[src/rtl/riscv_pkg.sv]
// Shared RV32I core definitions: fetch FSM states, next-PC select encodings, NOP word.
package riscv_pkg;

  localparam logic [31:0] NOP_INSTR = 32'h0000_0013;

  localparam logic [1:0] PCSRC_PLUS4  = 2'b00;
  localparam logic [1:0] PCSRC_TARGET = 2'b01;
  localparam logic [1:0] PCSRC_JALR   = 2'b10;

  typedef enum logic [1:0] {
    FS_REQ  = 2'd0,
    FS_WAIT = 2'd1,
    FS_DROP = 2'd2
  } fetch_state_t;

  // Encoding 11 is reserved and behaves as sequential fetch.
  function automatic logic is_redirect(input logic [1:0] pcsrc);
    return (pcsrc == PCSRC_TARGET) || (pcsrc == PCSRC_JALR);
  endfunction

endpackage

[src/rtl/if_id_register.sv]
// IF/ID pipeline register: flush beats stall beats load; no load means a NOP bubble.
module if_id_register
  import riscv_pkg::*;
#(
  parameter logic [31:0] NOP = NOP_INSTR
) (
  input  logic        clk,
  input  logic        rst_n,
  input  logic        i_flush,
  input  logic        i_stall,
  input  logic        i_load,
  input  logic [31:0] i_instr,
  input  logic [31:0] i_pc,
  output logic [31:0] o_instr,
  output logic [31:0] o_pc,
  output logic [31:0] o_pc_plus4,
  output logic        o_valid
);

  always_ff @(posedge clk or negedge rst_n) begin
    if (!rst_n) begin
      o_instr    <= NOP;
      o_pc       <= '0;
      o_pc_plus4 <= '0;
      o_valid    <= 1'b0;
    end else if (i_flush) begin
      o_instr <= NOP;
      o_valid <= 1'b0;
    end else if (!i_stall) begin
      if (i_load) begin
        o_instr    <= i_instr;
        o_pc       <= i_pc;
        o_pc_plus4 <= i_pc + 32'd4;
        o_valid    <= 1'b1;
      end else begin
        // Bubble keeps PCD/PCPlus4D so decode still sees the last real PC.
        o_instr <= NOP;
        o_valid <= 1'b0;
      end
    end
  end

endmodule

[src/rtl/fetch_stage.sv]
// RV32I fetch stage: PC register, next-PC select, single-outstanding imem handshake,
// one-entry skid buffer for responses arriving while decode is stalled, and IF/ID register.
module fetch_stage #(
  parameter logic [31:0] RESET_PC  = 32'h0000_0000,
  parameter logic [31:0] NOP_INSTR = riscv_pkg::NOP_INSTR
) (
  input  logic        clk,
  input  logic        rst_n,
  input  logic        StallF,
  input  logic        StallD,
  input  logic        FlushD,
  input  logic [1:0]  PCSrcE,
  input  logic [31:0] PCTargetE,
  input  logic [31:0] ALUResultE,
  output logic        imem_req,
  output logic [31:0] imem_addr,
  input  logic        imem_ready,
  input  logic        imem_rvalid,
  input  logic [31:0] imem_rdata,
  output logic [31:0] PCF,
  output logic [31:0] InstrD,
  output logic [31:0] PCD,
  output logic [31:0] PCPlus4D,
  output logic        ValidD
);
  import riscv_pkg::*;

  fetch_state_t r_state, w_state_nxt;
  logic [31:0]  r_pcf, r_req_pc, r_buf_instr, r_buf_pc;
  logic         r_buf_v;
  logic         w_redirect, w_rsp_live, w_accept, w_buf_drain, w_ifid_load;
  logic [31:0]  w_target, w_ifid_instr, w_ifid_pc;

  assign w_redirect = is_redirect(PCSrcE);
  assign w_target   = (PCSrcE == PCSRC_JALR) ? {ALUResultE[31:1], 1'b0} : PCTargetE;
  assign w_rsp_live = (r_state == FS_WAIT) && imem_rvalid;

  always_comb begin
    imem_req    = 1'b0;
    w_state_nxt = r_state;
    // A new request may overlap the live response only when decode can take it.
    if (rst_n && !w_redirect && !StallF && !r_buf_v)
      imem_req = (r_state == FS_REQ) || (w_rsp_live && !StallD);
    w_accept = imem_req && imem_ready;
    if (w_accept) begin
      w_state_nxt = FS_WAIT;
    end else begin
      case (r_state)
        FS_WAIT: begin
          if (imem_rvalid)     w_state_nxt = FS_REQ;
          else if (w_redirect) w_state_nxt = FS_DROP;
        end
        FS_DROP: if (imem_rvalid) w_state_nxt = FS_REQ;
        default: w_state_nxt = r_state;
      endcase
    end
  end

  assign w_buf_drain  = r_buf_v && !FlushD && !StallD;
  assign w_ifid_load  = r_buf_v || (w_rsp_live && !w_redirect);
  assign w_ifid_instr = r_buf_v ? r_buf_instr : imem_rdata;
  assign w_ifid_pc    = r_buf_v ? r_buf_pc    : r_req_pc;

  always_ff @(posedge clk or negedge rst_n) begin
    if (!rst_n) begin
      r_state     <= FS_REQ;
      r_pcf       <= RESET_PC;
      r_req_pc    <= '0;
      r_buf_v     <= 1'b0;
      r_buf_instr <= '0;
      r_buf_pc    <= '0;
    end else begin
      r_state <= w_state_nxt;
      if (w_redirect)    r_pcf <= w_target;
      else if (w_accept) r_pcf <= r_pcf + 32'd4;
      if (w_accept) r_req_pc <= r_pcf;
      if (w_redirect) begin
        r_buf_v <= 1'b0;
      end else if (w_rsp_live && StallD) begin
        r_buf_v     <= 1'b1;
        r_buf_instr <= imem_rdata;
        r_buf_pc    <= r_req_pc;
      end else if (w_buf_drain) begin
        r_buf_v <= 1'b0;
      end
    end
  end

  assign PCF       = r_pcf;
  assign imem_addr = r_pcf;

  if_id_register #(
    .NOP (NOP_INSTR)
  ) u_if_id (
    .clk        (clk),
    .rst_n      (rst_n),
    .i_flush    (FlushD),
    .i_stall    (StallD),
    .i_load     (w_ifid_load),
    .i_instr    (w_ifid_instr),
    .i_pc       (w_ifid_pc),
    .o_instr    (InstrD),
    .o_pc       (PCD),
    .o_pc_plus4 (PCPlus4D),
    .o_valid    (ValidD)
  );

endmodule

[config.mk]
export PLATFORM = sky130hd
export DESIGN_NAME = fetch_stage
export DESIGN_NICKNAME = d
export VERILOG_FILES = /design/src/rtl/riscv_pkg.sv /design/src/rtl/if_id_register.sv /design/src/rtl/fetch_stage.sv
export SDC_FILE = /design/constraint.sdc
export NUM_CORES = 1
export LEC_CHECK = 0
export BUFFER_PORTS_ARGS = -buffer_cell sky130_fd_sc_hd__buf_2
export CAP_MARGIN = 30
export CORE_MARGIN = 8
export CORE_UTILIZATION = 54
export CTS_CLUSTER_SIZE = 14
export DETAILED_ROUTE_END_ITERATION = 6
export PLACE_DENSITY_LB_ADDON = 0.12
export SETUP_SLACK_MARGIN = 0.4
export SYNTH_ARGS = -nofsm -noshare
export SYNTH_HDL_FRONTEND = slang
export SYNTH_SLANG_ARGS = --single-unit
[constraint.sdc]
create_clock -name clk -period 3.1 [get_ports clk]
set_input_delay 0.62 -clock clk [delete_from_list [all_inputs] [get_ports clk]]
set_output_delay 0.62 -clock clk [all_outputs]
set_load 0.01 [all_outputs]
* Word-level counts from Yosys, hierarchy flattened
Index checks and enable logic that the tools add are counted.
** Word-level totals
- Word-level logic and storage cells :: 67
- Flip-flop bits (word level) :: 228
** Cells by class
- Reductions and logical operators :: 25
- Mux-type cells :: 20
- $add $sub $neg :: 2
- Bitwise gates (word level) :: 3
- Equality and inequality tests :: 7
** Operator list (number)
- two-way mux 32 bit :: 8
- adder 32 x 3 -> 32 bit, second input constant :: 2
- logical AND 1 bit :: 10
- two-way mux 2 bit :: 4
- two-way mux 1 bit :: 7
- AND reduction 3 bit :: 2
- nonzero test 3 bit :: 2
- zero test 1 bit :: 5
- == test 2 x 1 -> 1 bit, second input constant :: 2
- == test 2 bit, second input constant :: 2
- != test 4 bit, second input constant :: 1
- case mux 2 bit (2 select lines) :: 1
- logical OR 1 bit :: 3
- != test 3 bit, second input constant :: 1
- inverter 1 bit :: 3
- zero test 2 bit :: 1
- != test 2 x 1 -> 1 bit, second input constant :: 1
- AND reduction 2 bit :: 1
- nonzero test 2 bit :: 1

* Logic depth before layout (Yosys ltp)
Gate-level depths: netlist (run 1).
- Depth in word-level cells :: 10
- Depth in mapped cells :: 12
- Gate-level depth less buffers :: 7

* By module
A second synthesis (run 1) with hierarchy kept.
** Second synthesis, totals
- Cells, all modules :: 1061
- Area, all modules :: 11202.0 sq um
** By module, submodules not included
- fetch_stage :: instances 1, cells each 654, area each 7073.0 sq um, sequential area each 3278.1 sq um
- if_id_register :: instances 1, cells each 407, area each 4129.0 sq um, sequential area each 2381.0 sq um

* Least setup slack after synthesis (run 1)
Ideal clock, no wire load.
- Path kind :: register to register
- Start point :: reg r_buf_v
- End point :: reg u_if_id.o_pc_plus4[30]
- Setup time :: 0.126 ns
- Clock period less this slack :: 2.763 ns
- Data arrival time :: 2.637 ns
- Stages on the path, launching flop included :: 12
- Setup slack :: 0.337 ns
- Path through :: dfrtp_1 > buf_2 > buf_6 > buf_2 > buf_2 > mux2_2 > ha_1 > nand4b_1 > a22oi_1 > nand4_1 > or3_1 > a221o_1
** On the way
- Word-level cells in the longest chain between the ends :: 2
- Elaborated cells on any way between the ends :: 4
** Ends and longest elaborated chain
- start, declared :: line fetch_stage.sv:30 : logic r_buf_v;
- start signal, assigned :: line fetch_stage.sv:69 : r_buf_v <= 1'b0;
- start signal, assigned :: line fetch_stage.sv:78 : r_buf_v <= 1'b0;
- start signal, assigned :: line fetch_stage.sv:80 : r_buf_v <= 1'b1;
- two-way mux 32 bit :: line fetch_stage.sv:62 : assign w_ifid_pc = r_buf_v ? r_buf_pc : r_req_pc;
- via u_if_id.i_pc[2] :: line if_id_register.sv:13 : input logic [31:0] i_pc,
- adder 32 x 3 -> 32 bit :: line if_id_register.sv:33 : o_pc_plus4 <= i_pc + 32'd4;
- end signal, assigned :: line if_id_register.sv:33
- end, declared :: line if_id_register.sv:16 : output logic [31:0] o_pc_plus4,
The timed path passes the listed nets, and every way through them passes these cells.
A chain may end at the register's enable or synchronous reset.

* Final worst setup path (run 1)
Ends and elaborated chain as after synthesis.

==> results.cfg, run 1 <==
[outcome]
status = finished clean

[synthesis]
syn_inst = 1085
yosysWarnings = 0
synth_edf_count = 0
synth.net_count = 1193
syn_area_per_cell_um2 = 10.2
ys_seq_area_frac = 0.511
synth.area.top_cells = dfrtp_1 (50%), mux2_2 (7.2%), nand2_1 (6.8%)
yosys_most_used_dff = dfrtp_1
synthArstFlopShare = 1.00
synth_top_area_frac = 0.504
yosysUniqueCellTypes = 61
ys_ff_latch = 226
synth_top_area_cell = dfrtp_1
syn_area_um2 = 11100

[detailed_routing]
routedWlPerCell_um = 18.2
drtAntennaViolNets = 0
wl_um = 29000
vias_per_cell = 5.58
first_pass_iters = 4
drtIter0Drc = 519
drcViolationCount = 0
vias = 8878

[sta]
hold_violations = 0
fin_ws_ns = 0.512
setup-tns-final_ns = 0
worst_pin_slew_ns = 0.883
rsz0062_at_grt = false
hold_ws_ns = 0.294
fin_crit_sh = 0.835
setup_violations = 0
skew_ns = 0.00944
fin_crit_ns = 2.59
max_freq_ghz = 0.386
maxSlewViolCount = 0
slew_headroom = 0.412

[worst_setup_path]
worstRegToRegCells = 8
path_delay_family = simple AND/OR/NAND/NOR gates
critPathRequiredTime_ns = 3.50
arrival_ns = 2.98
startpoint = r_buf_v
cpMaxStageDelayCell = dfrtp_4
crit_buf_inv = 1
path_class = reg -> reg
r2r_start = r_buf_v
worstPathMaxFanout = 8
reg2reg_to = u_if_id.o_pc_plus4[30]
crit_chain = mux2_2 > ha_1 > nand4b_1 > a22oi_2 > nand4_1 > buf_4 > or3_1 > a221o_1
cp-start-kind = flop
slowest_delay_ns = 0.56
end_kind = flop
r2r_slack_ns = 0.51

[global_route]
grt_max_degree = 158
grt_pass1_wl_um = 47600
grt_pass1_vias = 9089
grt_antenna_before_repair = 0
grtUsageTotal = 0.224
grt_overflow = 0

[cts]
hold_buffers = 0
cts-root-buf = clkbuf_16
cts_made_buffers = 24
clk_latency_ns = 0.51
ctsLongestPathBuffers = 3
clock_sinks = 226
cts_max_level = 1
clk_pin_slew_ns = 0.06
tritoncts = done

[power]
p_seq_frac = 0.468
peakVddDrop_mv = 0.340
power.share.switching = 0.314
power_density_nw_per_um2 = 662
power_frac_comb = 0.209
leakagePower_nw = 6.34
p_total_mw = 8.83
clockPowerShare = 0.323
p_int_mw = 6.06
switching_power_mw = 2.77

[final_layout]
utilization = 0.661
drive_gt1_frac = 0.318
layout.nets = 1412
areaGrowthSynthToFinish_pct = 20.3
diodes = 0

[placed_design]
dp_hpwl_um = 20600
globalplace.congestion = 0.787
portBuffers = 265
place_ws_ns = 0.305

[die]
fp.dieW_um = 159
dieArea_um2 = 25400
start_util = 0.549
core_area_um2 = 20200
dieHeight_um = 159
rows = 52
boundaryPins = 267

[job]
drv_cap = 0

[hold_path]
hp-class = in -> async
routing by layer:
layer | vias up | track usage | part of all wire
li1 | 4280 | - | -
met3 | 34 | 0.0499 | 0.062
met4 | 0 | 0.0596 | 0.018
met5 | - | 0 | 0
met1 | 4246 | 0.313 | 0.48
met2 | 318 | 0.348 | 0.44
placed cells by master (no fill, tap or decap), drive strengths merged, types with 29 or more instances in the layout:
master,n
buf,291
mux2,71
a211oi,29
a21oi,36
clkbuf,36
nand3,34
mux2i,65
dfrtp,223
o21ai,91
nand2,202
worst max path at each step:
stage                                   endpoint  slack [ns]  depth (start not counted)
after global routing      u_if_id.o_pc_plus4[30]        0.40                          8
final                     u_if_id.o_pc_plus4[30]        0.51                          8
after detailed placement  u_if_id.o_pc_plus4[30]        0.30                          6
after global placement                   PCF[31]        0.36                          8
after CTS                 u_if_id.o_pc_plus4[30]        0.43                          7
after floorplan           u_if_id.o_pc_plus4[30]        0.41                         11
flip-flops by register name (all words and copies together), names as in the netlist:
signal and flops:
PCF 32, r_buf_instr 32, r_buf_pc 32, r_req_pc 32, u_if_id.o_instr 32, u_if_id.o_pc_plus4 32, u_if_id.o_pc 30, r_state 2
r_buf_v 1, u_if_id.o_valid 1
logic make-up after synthesis:
| family | synth area share |
|---|---|
| AO/OA/AOI/OAI | 0.113 |
| AND/OR/NAND/NOR | 0.163 |
| XOR/XNOR | 0.0285 |
| flip-flops | 0.511 |
| adder cells (fa/ha/maj) | 0.00339 |
| buffers and inverters | 0.0512 |
| multiplexers | 0.131 |
power by group through the flow:
stage	Clock, mW	Sequential, mW	Combinational (mW)
global placement	0	4.13	1.83
CTS	2.90	4.12	1.88
global route	3.03	4.22	2.07
finish	2.85	4.13	1.85
floorplan	0	4.13	1.10
detailed placement	0	4.17	1.86
stage by stage:
step	area, um^2	std cells
5_1_grt	13300	1592
3_3_place_gp	12500	1543
3_5_place_dp	12500	1543
6_report	13300	1592
2_1_floorplan	11100	1085
4_1_cts	13300	1588
what timing repair did:
item                       CTS  global route
resized for setup            1             1
cloned                       1             1
pin swaps                    0             4
buffers inserted             0             3
setup endpoints to repair    4             6
cells in the mapped netlist (all sizes together), types with 5 or more instances:
master and count:
clkbuf 42, a31oi 6, mux2 71, a21o 8
nand4b 7, nor3 10, xor2 12, and4 7
nand3b 5, nor2 20, a211oi 29, or3 5
xnor2 24, o311ai 5, nor4 11, and2 5
and3 5, o21ai 91, inv 9, nand4 23
o31ai 6, nand2 202, dfrtp 223, a21oi 36
nand3 34, mux2i 65, buf 57, nor2b 26
cell type report:
type	instances	area, um^2
sequential	226	5660
clock inverter	8	71.3
fill	1690	6840
clock buffer	36	717
inverter	10	37.5
tap	270	338
multi-input combinational	750	4890
timing repair buffer	292	1610
(Power assumes the default switching activity.)
==> run 2, diff against run 1 <==
clock period = 2.57 ns   (was 3.1 ns; I/O delays follow)
==> run 2 against run 1 <==
  * Cell count is 1.6% higher
  * Utilization is 1.6 points higher
  * Global-route usage is 0.20 points higher
  * Sequential power is 20% higher
  * Maximum frequency is 10% higher
  * Combinational power is 28% higher
  * Clock skew is 0.0042 ns higher
  * Non-clock buffer count is 28 higher
  * Die area stayed put
  * First-iteration DRC count is 0.96% higher
  * Clock power is 15% higher
  * Hold slack worse by 0.18 ns
  * Critical endpoint unchanged
  * Largest cell class unchanged
  * Highest routed layer unchanged
==> results.cfg, run 2 (same netlist as run 1, synthesis figures left out) <==
[outcome]
status = finished clean

[cts]
clk_pin_slew_ns = 0.06
clock_sinks = 226
clk_latency_ns = 0.51
hold_buffers = 0
cts_made_buffers = 23
cts_max_level = 1
cts-root-buf = clkbuf_16
tritoncts = done
ctsLongestPathBuffers = 3

[detailed_routing]
vias = 8930
drtAntennaViolNets = 0
drcViolationCount = 0
drtIter0Drc = 524
routedWlPerCell_um = 18.3
vias_per_cell = 5.52
first_pass_iters = 5
wl_um = 29600

[worst_setup_path]
critPathRequiredTime_ns = 2.96
cp-start-kind = flop
path_class = reg -> reg
worstPathMaxFanout = 45
arrival_ns = 2.73
end_kind = flop

[placed_design]
dp_cells = 1561
portBuffers = 265
dp_hpwl_um = 21100
post_dp_cell_area_um2 = 12700
place_ws_ns = 0.0572
globalplace.congestion = 0.810

[sta]
slew_headroom = 0.455
worst_pin_slew_ns = 0.795
max_freq_ghz = 0.426
fin_ws_ns = 0.223
hold_violations = 0
fin_crit_ns = 2.35
maxSlewViolCount = 0
setup-tns-final_ns = 0
fin_crit_sh = 0.913
setup_violations = 0
hold_ws_ns = 0.111
rsz0062_at_grt = true
skew_ns = 0.0136

[final_layout]
diodes = 0
layout.nets = 1439
fin_area_um2 = 13600
fillCellCount = 1620
areaGrowthSynthToFinish_pct = 23.2
layout_commonest_cell = buf_2
layout_common_cells = buf_2 (264), dfrtp_1 (222), nand2_1 (202)
drive_gt1_frac = 0.341
fin_cells = 1617

[global_route]
grt_pass1_vias = 9007
grt_antenna_before_repair = 0
grtUsageTotal = 0.226
grt_pass1_wl_um = 47900
grt_max_degree = 153
grt_overflow = 0

[die]
dieHeight_um = 159
boundaryPins = 267
start_util = 0.549
fp.dieW_um = 159
rows = 52
dieArea_um2 = 25400
core_area_um2 = 20200

[power]
power_density_nw_per_um2 = 778
peakVddDrop_mv = 0.393
leakagePower_nw = 6.53

[job]
drv_cap = 0

[hold_path]
hp-class = in -> async
[run 2: repair_timing]
item / CTS / global route
buffers inserted: 6 / 9
gates resized for setup: 7 / 21
endpoints found under the setup margin: 17 / 26
pin swaps: 5 / 10
[run 2: area by class of cell]
class / instances / area (um^2) / share of cell area
clock buffer: 34 / 647 / 0.0474
timing repair buffer: 320 / 1850 / 0.136
sequential: 226 / 5660 / 0.415
inverter: 10 / 48.8 / 0.00358
multi-input combinational: 750 / 5010 / 0.367
clock inverter: 7 / 85.1 / 0.00623
tap: 270 / 338 / 0.0248
[run 2: final timing paths]
kind	endpoint	from	slack (ns)	cells after the start
max	u_if_id.o_pc_plus4[30]	r_buf_v	0.22	6
min	u_if_id.o_pc[8]	rst_n	0.11	2
max reg2reg	u_if_id.o_pc_plus4[30]	r_buf_v	0.22	6
min reg2reg	u_if_id.o_instr[27]	u_if_id.o_instr[27]	0.47	2
max in group asynchronous	r_req_pc[23]	rst_n	1.30	3
min in group clk	PCF[0]	PCTargetE[0]	0.26	2
[run 2: power by group]
part | switching (mW) | total, mW | internal, mW
Sequential | 0.693 | 4.97 | 4.28
Clock | 1.35 | 3.29 | 1.94
Combinational | 1.30 | 2.37 | 1.07
[run 2: routing by layer]
| metal | up-vias | track usage | part of all wire |
|---|---|---|---|
| met3 | 36 | 0.0514 | 0.069 |
| li1 | 4309 | - | - |
| met5 | - | 0 | 0 |
| met1 | 4258 | 0.316 | 0.47 |
| met4 | 0 | 0.0566 | 0.016 |
| met2 | 327 | 0.350 | 0.45 |
[run 2: through the flow]
stage | power (mW) | util
finish | 10.6 | 0.677
floorplan | 6.33 | -
detailed placement | 7.35 | 0.629
CTS | 10.7 | 0.670
global placement | 7.26 | 0.629
global route | 11.2 | 0.677
[run 2: critical path, cell delays in order, from the launching register on]
cell      delay, ns
dfrtp_4        0.52
buf_12         0.20
nand3b_1       0.29
a22oi_2        0.27
nand4_1        0.23
or3_1          0.39
a221o_1        0.31
==> run 3, diff against run 2 <==
CELL_PAD_IN_SITES_DETAIL_PLACEMENT = 1   (was not set)
CELL_PAD_IN_SITES_GLOBAL_PLACEMENT = 2   (was not set)
CORE_UTILIZATION = 36   (was 54)
clock period = 2.9 ns   (was 2.57 ns; I/O delays follow)
==> run 3 against run 2 <==
  * Wire length increased by 12%
  * First-iteration DRC count is 44% lower
  * Cell count up 7.4%
  * Utilization decreased by 23 points
  * Flip-flop and latch count unchanged
  * Critical path type is now in -> out
==> results.cfg, run 3 (same netlist as run 1, synthesis figures left out) <==
[cts]
clk_pin_slew_ns = 0.06
clock_sinks = 226
clk_latency_ns = 0.52
ctsLongestPathBuffers = 3
cts_made_buffers = 27
tritoncts = done
cts_max_level = 1
cts-root-buf = clkbuf_16

[hold_path]
min_delay_path_depth = 2
hp-class = in -> reg
min-delay-start = imem_rdata[25]
hold_end = r_buf_instr[25]

[global_route]
grt_overflow = 0
grt_pass1_wl_um = 53100
grt_antenna_before_repair = 1
grtUsageTotal = 0.179
grt_pass1_vias = 9386
grt_max_degree = 157

[detailed_routing]
routedWlPerCell_um = 19.1
vias = 8831
vias_per_cell = 5.09
drtAntennaViolNets = 0
first_pass_iters = 4
wl_um = 33100
drtIter0Drc = 293
drcViolationCount = 0

[sta]
setup_violations = 0
rsz0062_at_grt = true
slew_headroom = 0.397
hold_violations = 0
maxSlewViolCount = 0
fin_crit_ns = 2.45
max_freq_ghz = 0.409
setup-tns-final_ns = 0
fin_crit_sh = 0.843
worst_pin_slew_ns = 0.904
skew_ns = 0.00642

[power]
power_density_nw_per_um2 = 714
peakVddDrop_mv = 0.469
leakagePower_nw = 6.46

[worst_setup_path]
worstPathMaxFanout = 8
path_class = in -> out
worstRegToRegCells = 7
r2r_slack_ns = 0.52
crit_buf_inv = 3
path_delay_family = buffers and inverters
r2r_start = r_buf_v
crit_chain = dlygate4sd3_1 > buf_8 > and4bb_2 > o211a_1 > buf_2
critPathRequiredTime_ns = 2.32
cp-start-kind = input port
reg2reg_to = u_if_id.o_pc_plus4[30]
slowest_delay_ns = 0.56
end_kind = output port
arrival_ns = 1.87
cpMaxStageDelayCell = dlygate4sd3_1

[final_layout]
fin_cells = 1736
layout.nets = 1429
layout_commonest_cell = buf_2
areaGrowthSynthToFinish_pct = 23.7
drive_gt1_frac = 0.326
layout_common_cells = buf_2 (264), dfrtp_1 (222), nand2_1 (202)

[job]
drv_cap = 0

[placed_design]
portBuffers = 265
dp_cells = 1677
dp_hpwl_um = 24200
globalplace.congestion = 0.777

[die]
core_area_um2 = 30400
boundaryPins = 267
fp.dieW_um = 191
rows = 64
dieHeight_um = 191
dieArea_um2 = 36600
start_util = 0.364

[outcome]
status = finished clean
-- run 3: worst max-delay path by stage --
stage,startpoint,slack (ns),depth (start not counted),to
floorplan,PCSrcE[0],0.40,8,PCF[31]
detailed placement,PCSrcE[1],0.15,7,PCF[31]
finish,rst_n,0.45,5,imem_req
global placement,PCSrcE[0],0.16,8,PCF[31]
CTS,rst_n,0.41,5,imem_req
global route,r_buf_v,0.37,7,u_if_id.o_pc_plus4[30]
-- run 3: final cells by class --
type | count | area (um^2)
repair buffers | 306 | 1710
flip-flops and latches | 226 | 5660
well taps | 396 | 495
fillers | 3493 | 16700
clock inverters | 5 | 77.6
multi-input cells | 750 | 4940
inverters | 10 | 37.5
clock buffers | 42 | 782
diodes | 1 | 2.50
-- run 3: through the flow --
step | power (mW) | worst slack [ns] | hold WS, ns | instance area, um^2 | util
2_1_floorplan | 5.61 | 0.401 | 0.284 | 11100 | -
3_5_place_dp | 6.57 | 0.145 | 0.383 | 12700 | 0.418
4_1_cts | 9.95 | 0.407 | 0.270 | 13600 | 0.447
5_1_grt | 10.4 | 0.367 | 0.279 | 13700 | 0.450
3_3_place_gp | 6.50 | 0.160 | 0.382 | 12700 | 0.418
6_report | 9.78 | 0.455 | 0.305 | 13700 | 0.450
-- run 3: layer usage --
layer / part of all wire / GRT usage / wire length, um / up-vias
met5: 0.00039 / 0 / 13 / -
met4: 0.016 / 0.0385 / 514 / 2
met3: 0.059 / 0.0383 / 1960 / 38
met2: 0.43 / 0.275 / 14400 / 230
met1: 0.49 / 0.257 / 16200 / 4270
li1: - / - / - / 4291
-- run 3: what timing repair did --
item                       4_1_cts  5_1_grt
resized for setup                0        5
setup endpoints to repair        0       10
hold buffers                     1        0
hold endpoints to repair         6        0
buffers inserted                 0        9
-- run 3: where the power goes --
part,switching [mW],internal [mW],total (mW)
Sequential,0.628,3.79,4.42
Combinational,1.15,0.927,2.07
Clock,1.28,2.01,3.29
Total,3.05,6.73,9.78
-- run 3: worst register-to-register path, stage by stage (launching register included) --
cell	delay [ns]
dfrtp_4	0.53
mux2_4	0.24
ha_4	0.14
nand4b_1	0.17
a22oi_2	0.25
nand4_1	0.22
or3_1	0.41
a221o_1	0.30
